===== src/rtl/sync_fifo_flags.sv =====
// sync_fifo_flags: parametrised first-word-fall-through FIFO with fill level,
// programmable almost-full/almost-empty thresholds, synchronous flush and
// optional sticky overflow/underflow flags (built when SYNC_FIFO_ERR_FLAGS_EN
// is defined; otherwise both flags read 0 and err_clr is ignored).
module sync_fifo_flags #(
  parameter int DATA_WIDTH    = 8,
  parameter int ADDR_WIDTH    = 4,
  parameter int AFULL_THRESH  = (2**ADDR_WIDTH) - 2,
  parameter int AEMPTY_THRESH = 1
) (
  input  logic                  clk,
  input  logic                  rst,
  input  logic                  flush,
  input  logic                  wr_en,
  input  logic [DATA_WIDTH-1:0] din,
  input  logic                  rd_en,
  output logic [DATA_WIDTH-1:0] dout,
  output logic                  full,
  output logic                  empty,
  output logic                  almost_full,
  output logic                  almost_empty,
  output logic [ADDR_WIDTH:0]   level,
  input  logic                  err_clr,
  output logic                  overflow,
  output logic                  underflow
);

  localparam int DEPTH = 2**ADDR_WIDTH;
  localparam logic [ADDR_WIDTH:0]   DEPTH_LVL  = (ADDR_WIDTH+1)'(DEPTH);
  localparam logic [ADDR_WIDTH:0]   AFULL_LVL  = (ADDR_WIDTH+1)'(AFULL_THRESH);
  localparam logic [ADDR_WIDTH:0]   AEMPTY_LVL = (ADDR_WIDTH+1)'(AEMPTY_THRESH);
  localparam logic [ADDR_WIDTH:0]   LVL_ONE    = (ADDR_WIDTH+1)'(1);
  localparam logic [ADDR_WIDTH-1:0] PTR_ONE    = ADDR_WIDTH'(1);

  logic [DATA_WIDTH-1:0] mem [DEPTH];
  logic [ADDR_WIDTH-1:0] wr_ptr;
  logic [ADDR_WIDTH-1:0] rd_ptr;
  logic [ADDR_WIDTH:0]   level_q;
  logic                  wr_ok;
  logic                  rd_ok;

  // Flags come from the registered level, so a same-cycle read never makes
  // room for a write and a same-cycle write never feeds a read.
  assign full         = (level_q == DEPTH_LVL);
  assign empty        = (level_q == '0);
  assign almost_full  = (level_q >= AFULL_LVL);
  assign almost_empty = (level_q <= AEMPTY_LVL);
  assign level        = level_q;
  assign wr_ok        = wr_en & ~full;
  assign rd_ok        = rd_en & ~empty;
  assign dout         = empty ? '0 : mem[rd_ptr];

  // Pointer and occupancy tracking; reset beats flush, flush beats requests.
  always_ff @(posedge clk) begin
    if (rst || flush) begin
      wr_ptr  <= '0;
      rd_ptr  <= '0;
      level_q <= '0;
    end else begin
      if (wr_ok) wr_ptr <= wr_ptr + PTR_ONE;
      if (rd_ok) rd_ptr <= rd_ptr + PTR_ONE;
      case ({wr_ok, rd_ok})
        2'b10:   level_q <= level_q + LVL_ONE;
        2'b01:   level_q <= level_q - LVL_ONE;
        default: level_q <= level_q;
      endcase
    end
  end

  // Storage array has no reset; only accepted writes land in it.
  always_ff @(posedge clk) begin
    if (!rst && !flush && wr_ok) mem[wr_ptr] <= din;
  end

`ifdef SYNC_FIFO_ERR_FLAGS_EN
  logic ovf_evt;
  logic udf_evt;
  logic overflow_q;
  logic underflow_q;

  // A flushed cycle drops its requests silently, so it raises no events.
  assign ovf_evt   = wr_en & full  & ~flush;
  assign udf_evt   = rd_en & empty & ~flush;
  assign overflow  = overflow_q;
  assign underflow = underflow_q;

  // Sticky error flags; a new event in the clearing cycle wins over err_clr.
  always_ff @(posedge clk) begin
    if (rst) begin
      overflow_q  <= 1'b0;
      underflow_q <= 1'b0;
    end else begin
      if (err_clr) begin
        overflow_q  <= 1'b0;
        underflow_q <= 1'b0;
      end
      if (ovf_evt) overflow_q  <= 1'b1;
      if (udf_evt) underflow_q <= 1'b1;
    end
  end
`else
  logic unused_err_clr;

  assign unused_err_clr = err_clr;
  assign overflow       = 1'b0;
  assign underflow      = 1'b0;
`endif

endmodule


===== config.mk =====
export PLATFORM = sky130hd
export DESIGN_NAME = sync_fifo_flags
export DESIGN_NICKNAME = d
export VERILOG_FILES = /design/src/rtl/sync_fifo_flags.sv
export SDC_FILE = /design/constraint.sdc
export NUM_CORES = 1
export LEC_CHECK = 0
export BUFFER_PORTS_ARGS = -buffer_cell sky130_fd_sc_hd__buf_2
export CAP_MARGIN = 20
export CORE_MARGIN = 2
export CORE_UTILIZATION = 40
export CTS_CLUSTER_SIZE = 12
export DETAILED_ROUTE_END_ITERATION = 10
export PLACE_DENSITY = 0.56
export SLEW_MARGIN = 20
export SYNTH_ARGS = -nofsm -noshare
export SYNTH_HDL_FRONTEND = slang
export SYNTH_SLANG_ARGS = --single-unit

===== constraint.sdc =====
create_clock -name clk -period 4.75 [get_ports clk]
set_clock_uncertainty 0.1 [all_clocks]
set_input_delay 0.7125 -clock clk [delete_from_list [all_inputs] [get_ports clk]]
set_output_delay 0.7125 -clock clk [all_outputs]
set_load 0.005 [all_outputs]

==> flow_metrics.tcl <==
set metrics [dict create \
    holdBufCountCts 0 \
    path_cells "mux4_1 -> mux2_2 -> o21ai_0 -> a21oi_1 -> buf_2" \
    report.power.total_mw 2.85 \
    comb_power_share_pct 3.6 \
    via_per_inst 5.19 \
    critPathCapture "dout[0]" \
    routed_wirelength_mm 11.1 \
    drc 0 \
    ant_nets 0 \
    switching_share_pct 19.4 \
    port_buffers 29 \
    tns_ns 0 \
    synth.yosys.warnings 0 \
    ioPinCount 33 \
    cts_tree "done" \
    drt_pass1_iterations 4 \
    cts.sinks 145 \
    cpPeakStageDelay_ns 0.71 \
    clkPwrFrac_pct 47.3 \
    grt.total_usage_pct 15.4 \
    core-area_um2 14500 \
    finalCritPeriodShare_pct 69.2 \
    cpMaxStageDelayCell "dfxtp_2" \
    ir_worst_vdd_mv 0.301 \
    wl_per_cell_um 20.0 \
    clock_latency_ns 0.42 \
    rsz0062_at_grt "no" \
    finalHoldViolCount 0 \
    status "finished, final reports clean" \
    critPathLaunchType "flip-flop" \
    fin_cells 554 \
    numCtsBuffers 17 \
    layout_common_cells "edfxtp_1 (128), nor2_1 (30), buf_2 (29)" \
    start_util_pct 40.9 \
    first_iter_violations 296 \
    dieArea_um2 15900 \
    areaGrowthSynthToFinish_pct 14.4 \
    worstRegToRegCells 9 \
    clockBufferDepth 2 \
    ys_types 37 \
    grt_start_max_net_pins 19 \
    pwr-share-seq_pct 49.1 \
    ctsResizeCount 0 \
    avgSynthCellArea_um2 18.4 \
    yosysTopAreaCellShare_pct 64.6 \
    synth-seq-cells 145 \
    p_leak_nw 2.24 \
    syn-cell-area_um2 5950 \
    cp_max_fo 17 \
    maxSlewHeadroom_pct 29.2 \
    reg2reg_setup_slack_ns 1.86 \
    grt-ovfl-total 0 \
    reg2reg_from "level[0]" \
    yosysSeqAreaShare_pct 70.3 \
    die_w_um 126 \
    fmax_ghz 0.304 \
    fin_crit_ns 3.28 \
    worst_setup_path_end_kind "output port" \
    synth_cells 324 \
    final_util_pct 46.8 \
    clk_pin_slew_ns 0.06 \
    grt_pass1_vias 3008 \
    dp_hpwl_mm 6.77 \
    root_buffer "clkbuf_16" \
    htreeDepth 4 \
    yosysTopAreaCell "edfxtp_1" \
    crit_required_ns 3.94 \
    antenna_cells 0 \
    gp_congestion 0.719 \
    grt_pass1_wl_mm 17.6 \
    post-cts-setup-buffers 0 \
    crit_type "reg2out" \
    fillCellCount 1250 \
    p_int_mw 2.30 \
    antenna_found_initial 0 \
    reg2reg_to "level[3]" \
    setup_viol 0 \
    seq_area_um2 4190 \
    drive_gt1_share_pct 27.0 \
    rows 44 \
    synth_area_leaders "edfxtp_1 (65%), mux4_2 (9.1%), dfxtp_1 (5.7%)" \
    maxCapViolations 0 \
    via_count 2874 \
    multi_input_area_um2 1590 \
    tightest_slew_ns 1.06 \
    die_height_um 126 \
    switchingPower_mw 0.553 \
    crit_arrival_ns 2.47 \
    hold_ws_ns 0.413 \
    hold_path.class "reg2reg" \
    post-place-cells 522 \
    slew_viol_final 0 \
    final_common_cell "edfxtp_1" \
    fin_nets 382 \
    p_per_area_nw_per_um2 418 \
]
cell usage after synthesis:
cell	n
edfxtp_1	128
nor2_1	30
mux4_2	24
dfxtp_1	17
a21oi_1	13
ha_1	11
mux2i_1	10
mux2_2	8
mux4_1	8
inv_1	7
nand2_1	6
xor2_1	6
buf_2	5
buf_6	5
nand3_1	5
o21ai_1	5
buf_4	4
o21ai_0	4
clkbuf_1	3
xnor2_1	3
and2_1	2
and3_1	2
nand4b_1	2
nand4bb_1	2
or3_1	2
a211oi_1	1
buf_12	1
clkbuf_4	1
conb_1	1
nand2b_1	1
nand3b_1	1
nor4_1	1
o211ai_1	1
or2_2	1
or4b_2	1
or4b_4	1
xnor2_2	1
worst min path at each step:
| stage | start | end | depth (start not counted) | slack (ns) |
|---|---|---|---|---|
| after floorplan | wr_ptr[1] | wr_ptr[1] | 2 | 0.38 |
| after global placement | wr_ptr[1] | wr_ptr[1] | 2 | 0.40 |
| after detailed placement | wr_ptr[1] | wr_ptr[1] | 2 | 0.41 |
| after CTS | wr_ptr[1] | wr_ptr[1] | 2 | 0.41 |
| after global routing | wr_ptr[1] | wr_ptr[1] | 2 | 0.47 |
| final | wr_ptr[1] | wr_ptr[1] | 2 | 0.41 |
power by group through the flow:
stage / registers [mW] / clock network [mW] / logic (mW)
finish: 1.40 / 1.35 / 0.104
floorplan: 1.42 / 0 / 0.0659
global route: 1.40 / 1.43 / 0.117
global placement: 1.43 / 0 / 0.104
detailed placement: 1.43 / 0 / 0.106
CTS: 1.40 / 1.38 / 0.106
critical path: cells and delay by family, from the launching register on:
family	cells	cell delay, ns
buffers and inverters	1	0.17
AOI/OAI and AO/OA	2	0.24
DFF	1	0.71
muxes	2	0.92
stage by stage:
step / setup slack (ns) / area (um^2)
floorplan: 2.17 / 5950
global placement: 1.82 / 6200
detailed placement: 1.78 / 6200
CTS: 1.35 / 6810
global route: 1.22 / 6810
finish: 1.47 / 6810
metal layers:
layer  wire length [um]  global-route usage [%]  part of all wire (%)  vias up
met3                469                    4.72                   4.2        7
met5                  0                       0                     0        -
li1                   -                       -                     -     1334
met1               4920                    20.1                    44     1468
met4                 78                    5.43                  0.70        0
met2               5620                    24.7                    51       65
layout make-up:
cell class,count,area share [%]
clock buffers,21,6.91
clock inverters,11,1.98
inverters,7,0.386
multi-input cells,154,23.4
flip-flops and latches,145,61.5
well taps,184,3.38
repair buffers,32,2.46
cell families after synthesis:
| kind of cell | share of synthesized area, % |
|---|---|
| AOI/OAI and AO/OA | 2.10 |
| xor gates and xnor gates | 1.60 |
| adders and majority gates | 2.31 |
| buffers and inverters | 2.96 |
| DFF | 70.3 |
| muxes | 15.8 |
| other | 0.0630 |
| and+or+nand+nor | 4.84 |
registers in the layout, indices dropped and copies added (netlist names), named ones only:
register / flops
wr_ptr: 4
mem: 128
rd_ptr: 4
level: 5
(Power assumes the default switching activity.)
